File: config.mk
export PLATFORM = sky130hd
export DESIGN_NAME = input_precision_selection
export DESIGN_NICKNAME = d
export VERILOG_FILES = /design/src/rtl/input_precision_selection.sv
export SDC_FILE = /design/constraint.sdc
export NUM_CORES = 1
export LEC_CHECK = 0
export ABC_AREA = 1
export BUFFER_PORTS_ARGS = -buffer_cell sky130_fd_sc_hd__buf_2
export CORE_MARGIN = 2
export CORE_UTILIZATION = 45
export CTS_CLUSTER_DIAMETER = 60
export DETAILED_ROUTE_END_ITERATION = 8
export GPL_TIMING_DRIVEN = 0
export PLACE_DENSITY_LB_ADDON = 0.3
export SLEW_MARGIN = 40
export SYNTH_ARGS = -nofsm -noshare
export SYNTH_HDL_FRONTEND = slang
export SYNTH_SLANG_ARGS = --single-unit
File: constraint.sdc
create_clock -name clk -period 1.6 [get_ports clk]
set_input_delay 0.16 -clock clk [delete_from_list [all_inputs] [get_ports clk]]
set_output_delay 0.16 -clock clk [all_outputs]
set_load 0.01 [all_outputs]
File: src/rtl/input_precision_selection.sv
`default_nettype none
// ============================================================================
// Module   : input_precision_selection
// Brief    : Packs W/2-bit operand words into a widened X/Y pair for the BKM core.
// Revision : 1.0 - initial release
// ============================================================================
module input_precision_selection #(
    parameter int W = 64
) (
    input  logic           clk,
    input  logic           srst,
    input  logic           enable,
    input  logic [1:0]     format,
    input  logic [W/2-1:0] in_data,
    input  logic           in_valid,
    input  logic           in_last,
    output logic           in_ready,
    output logic [W-1:0]   X_out,
    output logic [W-1:0]   Y_out,
    output logic [1:0]     out_format,
    output logic           out_valid,
    input  logic           out_ready,
    output logic           err
);

    localparam int c_HALF = W / 2;

    localparam logic [1:0] c_IDLE    = 2'd0;
    localparam logic [1:0] c_COLLECT = 2'd1;
    localparam logic [1:0] c_DRAIN   = 2'd2;
    localparam logic [1:0] c_HOLD    = 2'd3;

    localparam logic [1:0] c_REAL_32  = 2'b00;
    localparam logic [1:0] c_CMPLX_32 = 2'b10;
    localparam logic [1:0] c_CMPLX_64 = 2'b11;

    logic [1:0]   r_state;
    logic [1:0]   w_state_nxt;
    logic [1:0]   r_idx;
    logic [1:0]   r_fmt;
    logic [W-1:0] r_x;
    logic [W-1:0] r_y;
    logic         r_err;
    logic         w_err_nxt;
    logic         w_accept;
    logic [W-1:0] w_sext;

    // Index of the final word of a packet (packet length minus one).
    function automatic logic [1:0] last_idx(input logic [1:0] f);
        case (f)
            c_REAL_32:  last_idx = 2'd0;
            c_CMPLX_64: last_idx = 2'd3;
            default:    last_idx = 2'd1;
        endcase
    endfunction

    assign w_accept = in_valid & in_ready;
    assign w_sext   = {{c_HALF{in_data[c_HALF-1]}}, in_data};

    always_ff @(posedge clk) begin
        if (srst) begin
            r_state <= c_IDLE;
        end else if (enable) begin
            r_state <= w_state_nxt;
        end
    end

    // A last marker that arrives early, or a missing one, drops the pair.
    always_comb begin
        w_state_nxt = r_state;
        w_err_nxt   = 1'b0;
        case (r_state)
            c_IDLE: begin
                if (w_accept) begin
                    if (last_idx(format) == 2'd0) begin
                        if (in_last) begin
                            w_state_nxt = c_HOLD;
                        end else begin
                            w_state_nxt = c_DRAIN;
                            w_err_nxt   = 1'b1;
                        end
                    end else if (in_last) begin
                        w_state_nxt = c_IDLE;
                        w_err_nxt   = 1'b1;
                    end else begin
                        w_state_nxt = c_COLLECT;
                    end
                end
            end
            c_COLLECT: begin
                if (w_accept) begin
                    if (r_idx == last_idx(r_fmt)) begin
                        if (in_last) begin
                            w_state_nxt = c_HOLD;
                        end else begin
                            w_state_nxt = c_DRAIN;
                            w_err_nxt   = 1'b1;
                        end
                    end else if (in_last) begin
                        w_state_nxt = c_IDLE;
                        w_err_nxt   = 1'b1;
                    end
                end
            end
            c_DRAIN: begin
                if (w_accept && in_last) begin
                    w_state_nxt = c_IDLE;
                end
            end
            default: begin
                if (out_ready && enable) begin
                    w_state_nxt = c_IDLE;
                end
            end
        endcase
    end

    always_comb begin
        out_valid = (r_state == c_HOLD);
        in_ready  = enable & ~srst & (r_state != c_HOLD);
    end

    // Operand registers are written in place; out_valid qualifies them.
    always_ff @(posedge clk) begin
        if (srst) begin
            r_x   <= '0;
            r_y   <= '0;
            r_fmt <= c_REAL_32;
            r_idx <= '0;
            r_err <= 1'b0;
        end else if (enable) begin
            r_err <= w_err_nxt;
            if (w_accept && (r_state == c_IDLE)) begin
                r_fmt <= format;
                r_idx <= 2'd1;
                r_y   <= '0;
                if (format[0]) begin
                    r_x <= {{c_HALF{1'b0}}, in_data};
                end else begin
                    r_x <= w_sext;
                end
            end else if (w_accept && (r_state == c_COLLECT)) begin
                r_idx <= r_idx + 2'd1;
                if (r_fmt == c_CMPLX_32) begin
                    r_y <= w_sext;
                end else if (r_idx == 2'd1) begin
                    r_x[W-1:c_HALF] <= in_data;
                end else if (r_idx == 2'd2) begin
                    r_y[c_HALF-1:0] <= in_data;
                end else begin
                    r_y[W-1:c_HALF] <= in_data;
                end
            end
            if (w_state_nxt == c_IDLE) begin
                r_idx <= '0;
            end
        end
    end

    assign X_out      = r_x;
    assign Y_out      = r_y;
    assign out_format = r_fmt;
    assign err        = r_err & enable;

endmodule
`default_nettype wire

==> flow_summary.toml, run 1 <==
[run_status]
status = "finished with violations"
violations = "setup timing"

[layout]
drive_gt1_share_pct = 35.65
area_growth_pct = 44.99
fillCellCount = 861
diodes = 0
nets = 893

[yosys]
async_reset_ff_share_pct = 0
synth_cell_types = 27
post_synth.cell_area_avg_um2 = 8.028
ys_seq_elements = 135
ys_seq_area_share_pct = 53.10
synth_nets = 676
synthesis.area_um2 = 5090
synth_most_common_cell = "a21oi_1"
syn_inst = 634
synth_common_cells = "a21oi_1, dfxtp_1, nand2_1"
synth.area.top_cells = "dfxtp_1, a21oi_1, nand2_1"
synth-edff-count = 0
synthFlopType = "dfxtp_1"
yosysTopAreaCell = "dfxtp_1"
netlist.area_leader.share_pct = 53.10
yosys_warnings = 0

[timing]
setup_viol = 63
hold-worst-slack_ps = 24.67
slew_violations = 0
final_hold_viol_count = 0
worst_slack_ps = -141.3
max-slew-margin-rel_pct = 58.93
worst_pin_slew_ps = 616.0
clock_skew_ps = 6.837
fin_crit_ps = 1741
rsz0062_at_grt = "yes"
fmax_mhz = 574.3
period_share_pct = 108.8

[placed_design]
hpwl_um = 12210
dp_slack_ps = -394.3
place.gp.congestion = 0.9286
portBuffers = 171

[power]
ir_worst_vdd_mv = 0.6987
power.leakage_nw = 3.536
power_density_nw_per_um2 = 1191

[detailed_routing]
routedWlPerCell_um = 18.20
drt-pass1-iter-count = 5
ant_nets = 0
drt_iter0_drc = 394
routed_wl_um = 18280
routed_via_density = 5.534
drc = 0
num_vias = 5556

[critical_path]
cp.buffers_inverters = 3
max_stage_delay_ps = 350
cp_max_fo = 5
critPathCaptureType = "flip-flop"
critPathArrivalTime_ps = 2080
crit_chain = "nand2_4 > nand3_4 > nor2_8 > nand2_4 > a31oi_4 > o21ai_2 > clkinv_2 > buf_12 > buf_8 > o21ai_2 > a21oi_2"
worst-setup-path-type = "reg2reg"
cpLargestDelayFamily = "compound AO/OA/AOI/OAI gates"
cp.required_ps = 1940
slowest_stage = "dfxtp_4"
crit_path_start_kind = "flip-flop"
r2r_cells = 11
cp_num_cells = 11

[die]
pin_count = 173
dieHeight_um = 110.4
start_util_pct = 46.54
die_area_um2 = 12180
die-width_um = 110.4
core_area_um2 = 10940
rows = 38

[clock_tree]
numCtsBuffers = 17
clock_latency_ps = 420
htree_levels = 4
max-clock-path-buffers = 2
clock-root-buffer = "clkbuf_16"
cts.clk_slew.worst_paths_ps = 60
cts.sinks = 135
cts_tree = "done"
hold_buffers = 0

[grt]
grt.total_usage_pct = 29.99
grt-ovfl-total = 0
antenna_found_initial = 0
first_global_vias = 5426
grt_start_max_net_pins = 17
grt_pass1_wl_um = 27770

[hold_path]
holdCritPathClass = "in2reg"
worstHoldPathCells = 3

[job]
cap_violations = 0
## flip-flops by register name, indices dropped and copies added (netlist names)
signal      cells
X_out          64
Y_out          64
out_format      2
r_err           1
r_idx           2
r_state         2
## report_power, final
group	switching (mW)	internal (mW)	leakage (nW)
Sequential	0.0884	3.51	1.10
Clock	1.41	2.77	0.310
Combinational	0.616	0.390	2.12
## cell type report
| cell class | count | area (µm²) | area share (%) |
|---|---|---|---|
| multi-input cells | 426 | 2212 | 29.98 |
| well taps | 140 | 175.2 | 2.374 |
| inverters | 23 | 105.1 | 1.424 |
| repair buffers | 199 | 1141 | 15.46 |
| clock inverters | 8 | 142.6 | 1.933 |
| flip-flops and latches | 135 | 2710 | 36.72 |
| clock buffers | 24 | 491.7 | 6.663 |
| repair inverters | 1 | 8.758 | 0.1187 |
| plain buffers | 48 | 392.9 | 5.324 |
## layer usage
layer	global-route usage, %	up-vias	part of all wire, %
met2	50.83	293	50
met5	0	-	0
li1	-	2596	-
met4	11.79	0	2.5
met3	7.466	46	8.7
met1	36.59	2621	39
## path summary, 6_finish.rpt
check	from	endpoint	slack, ps
worst max register to register	r_state[1]	Y_out[28]	-140
worst min register to register	X_out[29]	X_out[29]	460
worst min-delay path	in_data[14]	X_out[14]	20
worst max-delay path	r_state[1]	Y_out[28]	-140
## worst reg2reg max path, cell delays in order (launching register included)
cell and delay, ps:
dfxtp_4 350, nand2_4 80, nand3_4 90, nor2_8 160
nand2_4 100, a31oi_4 200, o21ai_2 90, clkinv_2 100
buf_12 150, buf_8 130, o21ai_2 70, a21oi_2 160
## stage by stage
stage | utilization (%) | setup TNS, ps | instance area, µm² | std cells | power (mW)
after floorplan | - | 0 | 5090 | 634 | 4.125
after detailed placement | 55.97 | -29950 | 6121 | 945 | 4.504
final | 67.48 | -2998 | 7380 | 1004 | 8.787
after global routing | 67.48 | -9633 | 7380 | 1004 | 9.036
after global placement | 55.97 | -23790 | 6121 | 945 | 4.478
after CTS | 66.42 | -5848 | 7263 | 1000 | 8.738
## layout by cell type (no fill, tap or decap), types with 7 or more instances in the layout
cell,netlist,final
clkbuf_2,0,7
a21oi_1,165,158
clkbuf_1,28,19
buf_6,3,17
buf_2,15,175
nand2_1,124,113
o21ai_0,89,56
clkbuf_16,0,20
buf_4,3,20
dfxtp_1,135,131
o21ai_1,12,39
inv_1,18,18
nand3_1,9,8
a21oi_2,1,7
nand2_2,1,10
## kinds of logic (layout without fill, tap and decap cells)
family	Yosys count	count (layout)	synth area share [%]
buffers and inverters	73	303	6.465
XOR/XNOR	2	2	0.3442
adder cells (fa/ha/maj)	2	2	0.4916
AND/OR/NAND/NOR	153	153	12.88
flip-flops	135	135	53.10
AO/OA/AOI/OAI	269	269	26.72
## repair_timing
| item | CTS | global route |
|---|---|---|
| buffers inserted | 17 | 5 |
| setup endpoints to repair | 121 | 129 |
| cloned | 7 | 0 |
| resized for setup | 113 | 43 |
| pin swaps | 2 | 4 |
Note: power is estimated with default switching activity, not from simulation.
==> run 2: changes to the inputs <==
- GPL_TIMING_DRIVEN: 0 -> 1
==> run 2 against run 1 <==
Net effect:
- the flow still finishes with violations (setup timing)
- global-route usage shrank 2.5 points
- critical endpoint is now Y_out[5]
- maximum frequency grew 3.5%
- largest cell class unchanged
- clock power shrank 6.5%
==> flow_summary.toml, run 2 (same netlist as run 1, synthesis figures left out) <==
[timing]
max-slew-margin-rel_pct = 56.49
worst_pin_slew_ps = 652.6
clock_skew_ps = 8.561
final_hold_viol_count = 0
fmax_mhz = 594.6
setup_viol = 11
worst_slack_ps = -81.84
fin_crit_ps = 1682
period_share_pct = 105.1
rsz0062_at_grt = "yes"
tns_ps = -228.2
slew_violations = 0

[critical_path]
r2r-end = "Y_out[5]"
crit_path_start_kind = "flip-flop"
worst-setup-path-type = "reg2reg"
setup.worst_path.end = "Y_out[5]"
slowest_stage = "dfxtp_2"
rrSetupSlack_ps = -80
r2r_cells = 7
max_stage_delay_ps = 400
crit_chain = "inv_1 > ha_1 > o21ai_4 > clkinv_4 > clkbuf_16 > o21ai_0 > a21oi_1"
critPathCaptureType = "flip-flop"
r2r-start = "r_idx[0]"
critPathArrivalTime_ps = 1980
cp_max_fo = 5
cp.required_ps = 1890
cp-startpoint = "r_idx[0]"

[power]
p_int_mw = 6.401
p_seq_share_pct = 42.4
power_density_nw_per_um2 = 1179
ir_worst_vdd_mv = 0.6801
clock_power_share_pct = 46.1
comb_power_share_pct = 11.4
power.total_mw = 8.480
power.leakage_nw = 3.438
netSwitchingPower_mw = 2.079
sw_frac_of_total_pct = 24.52

[detailed_routing]
routedWlPerCell_um = 18.26
ant_nets = 0
routed_via_density = 5.605
drt_iter0_drc = 587
routed_wl_um = 17770
num_vias = 5454
drc = 0
drt-pass1-iter-count = 5

[layout]
nets = 863
area_growth_pct = 41.27
stdcell_count = 973
final_cell_mix = "buf_2, a21oi_1, dfxtp_1"
drive_gt1_share_pct = 34.33
final_common_cell = "buf_2"
diodes = 0
utilization_pct = 65.76

[hold_path]
holdCritPathClass = "in2reg"
worstHoldPathCells = 3
holdCritStartpoint = "in_data[17]"

[clock_tree]
cts.sinks = 135
cts_tree = "done"
max-clock-path-buffers = 2
clock-root-buffer = "clkbuf_16"
htree_levels = 4
cts.clk_slew.worst_paths_ps = 60
numCtsBuffers = 17
clock_latency_ps = 410

[placed_design]
place.gp.congestion = 0.8835
dp_slack_ps = -63.10
dp.cells = 919
portBuffers = 172
hpwl_um = 10730

[grt]
grt.total_usage_pct = 27.45
grt-ovfl-total = 0
grt_start_max_net_pins = 101
grt_pass1_wl_um = 25440
met3_usage_pct = 8.054
use_met1_pct = 35.07
first_global_vias = 5063
antenna_found_initial = 0
busiest_layer = "met2"
met2_usage_pct = 43.30

[die]
rows = 38
pin_count = 173
core_area_um2 = 10940
die_area_um2 = 12180
start_util_pct = 46.54
die-width_um = 110.4
dieHeight_um = 110.4

[job]
cap_violations = 0

[run_status]
violations = "setup timing"
status = "finished with violations"
==> run 2: cell count changes in the layout (fill, tap and decap cells not counted), sizes merged <==
| cell | delta |
|---|---|
| clkbuf | -22 |
| buf | -10 |
| bufinv | -1 |
| clkinv | +1 |
| clkinvlp | +1 |
==> run 2: routing by layer <==
| metal | vias up | part of all wire (%) | wire [µm] |
|---|---|---|---|
| met5 | - | 0 | 0 |
| met4 | 0 | 3.2 | 566 |
| met3 | 55 | 9.8 | 1741 |
| met2 | 328 | 47 | 8302 |
| met1 | 2544 | 40 | 7157 |
| li1 | 2527 | - | - |
==> run 2: cell type report <==
type	instances	area, µm²
clock buffer	22	464.2
timing repair buffer	217	1434
tap	140	175.2
sequential	135	2714
fill	906	3745
clock inverter	9	125.1
multi-input combinational	426	2173
timing repair inverter	1	6.256
inverter	23	98.84
==> run 2: what timing repair did <==
item	4_1_cts	5_1_grt
gates resized for setup	19	44
pin swaps	2	3
hold endpoints to repair	0	0
cloned	3	9
hold buffers	0	0
setup endpoints to repair	81	99
buffers inserted	7	8
==> run 2: critical path, delay by kind of cell (launching register included) <==
family	cells	cell delay (ps)
DFF	1	400
buffers and inverters	3	420
adders and majority gates	1	250
AOI/OAI and AO/OA	3	500
==> run 2: worst min path at each step <==
stage,end,slack (ps)
floorplan,X_out[30],300
global placement,X_out[0],440
detailed placement,X_out[18],450
CTS,X_out[17],20
global route,X_out[4],30
finish,X_out[17],30
==> run 2: through the flow <==
stage	hold WS [ps]	area, µm²
floorplan	302.8	5090
global placement	439.4	6146
detailed placement	445.8	6146
CTS	18.01	6914
global route	31.54	7191
finish	25.72	7191
==> run 2: power groups by stage <==
stage                     combinational [mW]  sequential, mW  clock [mW]
after floorplan                        0.404            3.72           0
after global placement                 0.828            3.66           0
after detailed placement               0.846            3.66           0
after CTS                              0.885            3.59        3.94
after global routing                    1.05            3.61        4.09
final                                  0.967            3.60        3.91
